### src/rtl/ula_fx_divseq.sv
// Multi-cycle signed divider/modulo for the fixed-point ULA: restoring division
// on magnitudes over NUBITS cycles, then one sign-fix cycle; fixed latency.
module ula_fx_divseq #(
    parameter int NUBITS = 32
) (
    input  logic                     clk,
    input  logic                     rst,
    input  logic                     start,
    input  logic signed [NUBITS-1:0] in1,
    input  logic signed [NUBITS-1:0] in2,
    output logic                     busy,
    output logic                     done,
    output logic signed [NUBITS-1:0] quo,
    output logic signed [NUBITS-1:0] rem,
    output logic                     div_zero
);

    localparam int CW = $clog2(NUBITS);

    typedef enum logic [1:0] {IDLE, CALC, FIX} state_t;

    state_t            state, state_nxt;
    logic [CW-1:0]     cnt;
    logic [NUBITS-1:0] dvd_sh;
    logic [NUBITS-1:0] dvs_mag;
    logic [NUBITS-1:0] prem;
    logic              sign_a, sign_b, zero_f;
    logic [NUBITS:0]   prem_sh;
    logic [NUBITS:0]   trial;

    function automatic logic [NUBITS-1:0] cneg(input logic [NUBITS-1:0] v, input logic en);
        return en ? (~v + NUBITS'(1)) : v;
    endfunction

    // The most negative operand maps to 2^(NUBITS-1), which fits unsigned.
    function automatic logic [NUBITS-1:0] mag(input logic signed [NUBITS-1:0] v);
        return cneg(v, v[NUBITS-1]);
    endfunction

    assign prem_sh = {prem, dvd_sh[NUBITS-1]};
    assign trial   = prem_sh - {1'b0, dvs_mag};
    assign busy    = (state != IDLE);

    always_ff @(posedge clk or negedge rst) begin
        if (!rst) state <= IDLE;
        else      state <= state_nxt;
    end

    always_comb begin
        state_nxt = state;
        case (state)
            IDLE:    if (start) state_nxt = CALC;
            CALC:    if (cnt == '0) state_nxt = FIX;
            FIX:     state_nxt = IDLE;
            default: state_nxt = IDLE;
        endcase
    end

    always_ff @(posedge clk or negedge rst) begin
        if (!rst) begin
            cnt      <= '0;
            dvd_sh   <= '0;
            dvs_mag  <= '0;
            prem     <= '0;
            sign_a   <= 1'b0;
            sign_b   <= 1'b0;
            zero_f   <= 1'b0;
            quo      <= '0;
            rem      <= '0;
            div_zero <= 1'b0;
            done     <= 1'b0;
        end else begin
            done <= (state == FIX);
            case (state)
                IDLE: begin
                    if (start) begin
                        dvd_sh  <= mag(in1);
                        dvs_mag <= mag(in2);
                        prem    <= '0;
                        sign_a  <= in1[NUBITS-1];
                        sign_b  <= in2[NUBITS-1];
                        zero_f  <= (in2 == '0);
                        cnt     <= CW'(NUBITS - 1);
                    end
                end
                CALC: begin
                    // Dividend bits shift out the top while quotient bits enter the bottom.
                    if (!trial[NUBITS]) begin
                        prem   <= trial[NUBITS-1:0];
                        dvd_sh <= {dvd_sh[NUBITS-2:0], 1'b1};
                    end else begin
                        prem   <= prem_sh[NUBITS-1:0];
                        dvd_sh <= {dvd_sh[NUBITS-2:0], 1'b0};
                    end
                    cnt <= cnt - CW'(1);
                end
                FIX: begin
                    // With a zero divisor every trial succeeds, so prem ends as |in1|
                    // and the sign fix restores the original dividend.
                    quo      <= zero_f ? '0 : $signed(cneg(dvd_sh, sign_a ^ sign_b));
                    rem      <= $signed(cneg(prem, sign_a));
                    div_zero <= zero_f;
                end
                default: ;
            endcase
        end
    end

endmodule

### config.mk
export PLATFORM = sky130hd
export DESIGN_NAME = ula_fx_divseq
export DESIGN_NICKNAME = d
export VERILOG_FILES = /design/src/rtl/ula_fx_divseq.sv
export SDC_FILE = /design/constraint.sdc
export NUM_CORES = 1
export LEC_CHECK = 0
export CAP_MARGIN = 20
export CORE_ASPECT_RATIO = 2
export CORE_MARGIN = 2
export CORE_UTILIZATION = 30
export DETAILED_ROUTE_END_ITERATION = 12
export PLACE_DENSITY = 0.52
export SYNTH_ARGS = -nofsm -noshare
export SYNTH_HDL_FRONTEND = slang
export SYNTH_SLANG_ARGS = --single-unit
### constraint.sdc
create_clock -name clk -period 3.3 [get_ports clk]
set_input_delay 0.825 -clock clk [delete_from_list [all_inputs] [get_ports clk]]
set_output_delay 0.825 -clock clk [all_outputs]
set_load 0.02 [all_outputs]
==> results.md, run 1 <==
- Outcome: finished with violations
- Failing checks: DRC, setup timing
- Asr flop ratio synth: 100%
- Vias in the first global route: 10800
- Filler Cell Count: 3619
- Post-Synthesis Cells: 1283
- Antenna Cells: 0
- Drt total wl: 35300 um
- Worst path max stage delay: 0.42 ns
- Synth warn: 0
- Synthesized flop and latch total: 172
- Switching pwr: 7.85 mW
- GR peak layer: met2
- Achievable Freq: 298 MHz
- # rows: 99
- Clock Sinks: 172
- Core Region: 36500 um2
- Cell-internal power: 9.55 mW
- Initial antenna violation count: 0
- Crit path max-delay cell type: o41a_1
- # DRC: 13
- Setup crit end kind: register
- Final Hold Viols: 0
- Iteration count of the initial detailed-routing pass: 10
- Setup Skew: 0.00944 ns
- Critical Path Start Type: register
- Sequential share of the synthesized area: 38.7%
- Maximum VDD drop: 520 uV
- CP Max Fanout: 6
- Met3 Use GR: 2.62%
- Worst Setup SP: dvd_sh[31]
- Clock Power Share: 12.2%
- Reg power frac: 21.3%
- Latest clock arrival within the worst-skew pair: 0.45 ns
- Ys flop type: dfrtp_1
- I/O pin count: 134
- Reg clk slew, reported paths: 0.07 ns
- Die span in x: 140 um
- Worst Reg-to-Reg Cells: 14
- ANT nets after route: 0
- Combinational power share: 66.5%
- Die ar.: 38700 um2
- Final Max Tran Viols: 0
- Cts bufs inserted: 17
- Starting Density: 30.4%
- Via count: 10400
- Setup TNS: -0.452 ns
- Slew HR: 24.2%
- Buffers on Ports: 133
- Avg WL per Cell: 17.8 um
- RSZ-0062 raised after global routing: true
- Post-synth EDFFs: 0
- R2r startpoint: dvd_sh[31]
- Worst Path Required: 3.67 ns
- CTS tree: done
- GR Layer Usage met2: 36.8%
- Final instance area: 15100 um2
- Final worst-path cycle share: 102%
- Syn nets: 1389
- Power per cell area: 1150 nW/um2
- Leak: 6.44 nW
- Worst-Margin Slew: 1.14 ns
- Largest net degree at the start of global routing: 100
- Dpl hpwl: 26700 um
- Iter 0 DRT Violations: 611
- Final setup fails: 15
- Critical Path AT: 3.73 ns
- H-tree depth: 4
- Share of cells above drive strength 1: 16.5%
- Max cap viols: 0
- HP Class: in2async
- Met1 Use GR: 18.5%
- Net Sw Frac: 45.1%
- Synth unique cells: 64
- Gpl congestion: 0.837
- Gr ovfl total: 0
- RR Endpoint: prem[0]
- Placed inst area: 13900 um2
- All-Layer GR Usage: 18.5%
- Crit Path Class: reg2reg
- Critical path cell sequence: inv_2 > ha_4 > fa_2 > nor2b_2 > o31a_1 > o41a_1 > a2111oi_4 > buf_4 > o31ai_4 > buf_6 > a41o_4 > buf_12 > or4_4 > o211ai_1
- Synth Cell Area: 11100 um2
- Via-per-instance ratio: 5.24
- Area grow syn2layout: 35.5%
- Root buf cell: clkbuf_16
- Setup ws final: -0.0581 ns
- Final Critical Period: 3.36 ns
- Reg2reg setup slack: -0.06 ns
- Nets: 1622
- Die Y: 276 um
- First-pass GRT wire length: 56600 um
- Clock buffer depth: 2
- Average cell area after synthesis: 8.67 um2
[worst max-delay path by stage]
stage | to | slack (ns) | cells past startpoint
2_1_floorplan | dvs_mag[27] | -0.26 | 8
3_3_place_gp | dvs_mag[27] | -0.81 | 9
3_5_place_dp | dvs_mag[27] | -0.85 | 9
4_1_cts | dvs_mag[27] | -0.32 | 9
5_1_grt | prem[18] | -0.18 | 15
6_report | prem[0] | -0.06 | 14
[cell families (layout without fill, tap and decap cells)]
kind of cell	count (synthesis)	count (layout)	share of synthesized area, %
adder cells (fa/ha/maj)	39	39	4.46
flip-flops	172	172	38.7
AND/OR/NAND/NOR	377	377	16.4
XOR/XNOR	144	144	11.3
multiplexers	4	4	0.360
AO/OA/AOI/OAI	412	412	24.1
buffers and inverters	135	381	4.60
[cells in the mapped netlist (all sizes together), types with 6 or more instances]
| cell | number | area (um2) |
|---|---|---|
| inv | 56 | 210 |
| nor2 | 38 | 145 |
| nor3 | 17 | 85.1 |
| dfrtp | 172 | 4300 |
| a311o | 12 | 120 |
| and3 | 15 | 93.8 |
| nand2 | 174 | 653 |
| xnor2 | 34 | 298 |
| nand2b | 12 | 75.1 |
| nand4 | 10 | 62.6 |
| a21o | 10 | 75.1 |
| xor2 | 110 | 963 |
| a22oi | 30 | 225 |
| clkbuf | 73 | 274 |
| or4 | 23 | 184 |
| o31ai | 41 | 327 |
| and2 | 6 | 37.5 |
| a31oi | 6 | 37.5 |
| a211oi | 6 | 45.0 |
| buf | 6 | 27.5 |
| o21a | 7 | 52.6 |
| o41ai | 17 | 168 |
| o211ai | 29 | 218 |
| nor2b | 9 | 56.3 |
| nor4 | 19 | 119 |
| ha | 38 | 475 |
| or3 | 17 | 116 |
| o21ai | 180 | 901 |
| a21oi | 37 | 185 |
| nand3 | 31 | 155 |
[state kept, by name, summed over array words and instances (netlist names)]
signal    cells
dvd_sh       32
zero_f        1
cnt           5
rem          32
dvs_mag      32
prem         32
div_zero      1
sign_a        1
state         2
quo          32
done          1
sign_b        1
[layer usage]
metal / vias up / share of wire [%]
met3: 88 / 2.6
li1: 5098 / -
met5: - / 0
met1: 4978 / 36
met2: 221 / 56
met4: 0 / 4.5
[worst max-delay path, delay by kind of cell, from the launching register on]
kind | cells | cell delay [ns]
compound gates | 6 | 1.47
buf+inv | 4 | 0.59
simple gates | 2 | 0.45
flops | 1 | 0.39
fa+ha+maj | 2 | 0.35
[layout by cell type (no fill, tap or decap), types with 10 or more instances in the layout]
| cell | count |
|---|---|
| nand3_1 | 30 |
| dfrtp_1 | 170 |
| a311o_1 | 12 |
| and3_1 | 15 |
| buf_4 | 136 |
| o21ai_0 | 175 |
| or4_1 | 15 |
| a21o_1 | 10 |
| nand2b_1 | 10 |
| o31ai_1 | 36 |
| clkdlybuf4s50_1 | 127 |
| nand4_1 | 10 |
| a22oi_1 | 30 |
| or3_1 | 14 |
| nand2_1 | 171 |
| buf_6 | 13 |
| clkbuf_16 | 17 |
| nor3_1 | 16 |
| xor2_1 | 110 |
| o211ai_1 | 29 |
| inv_1 | 54 |
| xnor2_1 | 34 |
| a21oi_1 | 37 |
| ha_1 | 36 |
| nor2_1 | 36 |
| o41ai_1 | 13 |
| nor4_1 | 10 |
[area by class of cell]
type | count | area, um2 | share of cell area, %
Timing Repair Buffer | 293 | 2740 | 18.2
Inverter | 56 | 210 | 1.40
Multi-Input combinational cell | 976 | 6630 | 44.0
Clock inverter | 13 | 164 | 1.09
Tap cell | 454 | 568 | 3.77
Sequential cell | 172 | 4310 | 28.6
Clock buffer | 19 | 443 | 2.94
[through the flow]
step / instances / hold slack [ns] / utilization, % / total power [mW] / setup WS [ns]
after floorplan: 1283 / 0.443 / - / 10.1 / -0.264
after global placement: 1933 / 0.462 / 38.1 / 13.7 / -0.811
after detailed placement: 1933 / 0.469 / 38.1 / 13.9 / -0.846
after CTS: 1981 / 0.372 / 40.9 / 17.3 / -0.324
after global routing: 1983 / 0.387 / 41.2 / 18.8 / -0.181
final: 1983 / 0.354 / 41.2 / 17.4 / -0.0581
[what timing repair did]
action,4_1_cts,5_1_grt
gates resized for setup,64,20
pin swaps,29,24
gates cloned,5,0
buffers inserted,11,2
endpoints found under the setup margin,47,42
hold buffers,0,0
[power groups by stage]
stage / combinational [mW] / clock [mW] / sequential (mW)
after floorplan: 6.46 / 0 / 3.59
after global placement: 10.0 / 0 / 3.68
after detailed placement: 10.2 / 0 / 3.70
after CTS: 11.5 / 2.18 / 3.68
after global routing: 12.7 / 2.27 / 3.82
final: 11.6 / 2.13 / 3.70
(Power assumes the default switching activity.)
==> inputs of run 2 (changes only) <==
--- a/config.mk
+++ b/config.mk
@@ -5,12 +5,13 @@
 export SDC_FILE = /design/constraint.sdc
 export NUM_CORES = 1
 export LEC_CHECK = 0
+export ABC_AREA = 1
 export CAP_MARGIN = 20
 export CORE_ASPECT_RATIO = 2
 export CORE_MARGIN = 2
 export CORE_UTILIZATION = 30
 export DETAILED_ROUTE_END_ITERATION = 12
-export PLACE_DENSITY = 0.52
+export PLACE_DENSITY = 0.5
 export SYNTH_ARGS = -nofsm -noshare
 export SYNTH_HDL_FRONTEND = slang
 export SYNTH_SLANG_ARGS = --single-unit
==> constraint.sdc (replaced) <==
create_clock -name clk -period 3.15 [get_ports clk]
set_input_delay 0.7875 -clock clk [delete_from_list [all_inputs] [get_ports clk]]
set_output_delay 0.7875 -clock clk [all_outputs]
set_load 0.02 [all_outputs]
==> run 2 against run 1 <==
  * The flow now finishes without violations
  * Via count grew 29%
  * Routed wire length grew 48%
  * Sequential share of layout area fell by 1.0 points
  * Clock skew about the same
  * Core utilization decreased by 4.6 points
  * Non-clock buffer count is 122 lower
  * Count of clock-buffer cells in the layout down 2
  * Largest cell class unchanged
  * Highest routed layer unchanged
==> results.md, run 2 <==
- Most frequent cells in the layout: 634 x nand2_1, 273 x inv_1, 190 x nand3_1, 180 x nor2_1, 172 x dfrtp_1
- Post-synth EDFFs: 0
- Gr ovfl total: 0
- CTS resizes: 0
- All-Layer GR Usage: 23.6%
- First-pass GRT wire length: 78100 um
- Clock Sinks: 172
- Die span in x: 151 um
- Setup crit end kind: register
- Placed inst area: 15000 um2
- Initial antenna violation count: 0
- Post-synth top cells: 634 x nand2_1, 274 x inv_1, 190 x nand3_1
- Net Sw Frac: 55.0%
- Iteration count of the initial detailed-routing pass: 5
- Buffers on Ports: 133
- Share of cells above drive strength 1: 5.87%
- Final Max Tran Viols: 0
- Final setup fails: 0
- Synth unique cells: 47
- Outcome: complete, no violations
- Core Region: 42600 um2
- Setup Skew: 0.00927 ns
- Clock buffer depth: 2
- Reg clk slew, reported paths: 0.08 ns
- Worst-Margin Slew: 0.806 ns
- Root buf cell: clkbuf_16
- Clock Power Share: 12.5%
- Final worst-path cycle share: 86.2%
- Achievable Freq: 368 MHz
- Setup TNS: 0 ns
- Die ar.: 45000 um2
- Via count: 13400
- Combinational power share: 64.1%
- Final instance area: 15600 um2
- Vias in the first global route: 13200
- Cell-internal power: 7.59 mW
- Syn nets: 2106
- Maximum VDD drop: 420 uV
- Post-synth top area share: 33.2%
- Ys flop type: dfrtp_1
- Starting Density: 30.5%
- Post-Synthesis Cells: 2000
- Crit Path Class: reg2reg
- Gpl congestion: 0.922
- Area contributors post-synth: dfrtp_1 33%, nand2_1 18%, inv_1 7.9%
- Cts hold-fix bufs: 0
- CTS tree: done
- Top-count cell post-synth: nand2_1
- Final Hold Viols: 0
- Critical Path AT: 3.06 ns
- HP Class: in2async
- Iter 0 DRT Violations: 647
- Synth warn: 0
- Synth area leader: dfrtp_1
- Synthesized flop and latch total: 172
- Avg WL per Cell: 19.5 um
- Commonest non-fill, non-tap cell in the layout: nand2_1
- Asr flop ratio synth: 100%
- ANT nets after route: 0
- Sequential share of the synthesized area: 33.2%
- Post-placement cell count: 2658
- Largest net degree at the start of global routing: 81
- Critical Path Start Type: register
- Power per cell area: 1080 nW/um2
- H-tree depth: 4
- Die Y: 298 um
- Fin cells: 2690
- Latest clock arrival within the worst-skew pair: 0.45 ns
- Leak: 7.79 nW
- Switching pwr: 9.28 mW
- Reg power frac: 23.4%
- Worst Path Required: 3.49 ns
- Post-CTS Setup Repair Bufs: 0
- Final Critical Period: 2.71 ns
- Antenna Cells: 0
- Slew HR: 46.2%
- Via-per-instance ratio: 4.97
- Synth Cell Area: 13000 um2
- # DRC: 0
- Area grow syn2layout: 20.4%
- RSZ-0062 raised after global routing: false
- Dpl hpwl: 43200 um
- Cts bufs inserted: 17
- Drt total wl: 52400 um
- Average cell area after synthesis: 6.48 um2
- CP Max Fanout: 12
- Max cap viols: 0
- I/O pin count: 134
- Nets: 2238
- # rows: 107
[run 2: cell count changes after synthesis, sizes merged, moves of 19 or more]
cell and change:
or4 -23, clkbuf -37, nand2 +484, inv +225, o31ai -33, nand4 +19
xnor2 -20, nand3 +163, o211ai -24, o21ai -45, nor2 +148, xor2 -60
[run 2: cell families after synthesis]
logic type / Yosys count / synth area share [%]
compound gates: 253 / 11.1
simple gates: 1131 / 37.3
buf+inv: 341 / 10.3
xor+xnor: 64 / 4.32
flops: 172 / 33.2
fa+ha+maj: 39 / 3.82
[run 2: worst paths after layout]
| kind | slack [ns] | start | cells past startpoint | endpoint |
|---|---|---|---|---|
| min reg2reg | 0.48 | quo[10] | 2 | quo[10] |
| min in group clk | 0.48 | quo[10] | 2 | quo[10] |
| max in group asynchronous | 2.07 | rst | 2 | dvs_mag[7] |
| max reg2reg | 0.44 | dvs_mag[19] | 14 | prem[6] |
| min | 0.30 | rst | 1 | prem[11] |
| max | 0.44 | dvs_mag[19] | 14 | prem[6] |
[run 2: power groups by stage]
stage                     clock, mW  combinational [mW]  sequential [mW]
after floorplan                   0                7.65             3.52
after global placement            0                10.7             3.98
after detailed placement          0                10.8             3.99
after CTS                      2.17                10.9             3.95
after global routing           2.23                12.2             4.03
final                          2.11                10.8             3.95
[run 2: per-layer routing]
metal,global-route usage [%],routed length (um),up-vias
met5,0,0,-
met4,20.7,5410,0
met3,2.40,1310,133
met2,44.6,28800,347
met1,21.4,16800,6243
li1,-,-,6656
[run 2: cell type report]
cell class / instances / area [um2]
fill: 4664 / 27000
multi-input combinational: 1487 / 7340
sequential: 172 / 4300
timing repair buffer: 171 / 1660
inverter: 283 / 1060
tap: 545 / 682
clock buffer: 17 / 425
clock inverter: 15 / 146
[run 2: through the flow]
step	utilization (%)	hold WS [ns]	setup slack [ns]	power, mW
CTS	36.7	0.306	0.444	17.0
global placement	35.3	0.467	0.242	14.7
floorplan	-	0.443	0.930	11.2
detailed placement	35.3	0.470	0.224	14.8
global route	36.7	0.333	0.272	18.4
finish	36.7	0.295	0.436	16.9
[run 2: worst max-delay path: stages (launching register included)]
cell     delay (ns)
dfrtp_1        0.48
inv_1          0.12
ha_1           0.40
nand2_2        0.14
inv_1          0.05
nand2_1        0.06
nand2_1        0.08
nand2_1        0.07
nand2_1        0.10
a21oi_4        0.23
nand3_2        0.34
nand2_4        0.32
nand2_1        0.08
nand3_1        0.07
nand2_1        0.05
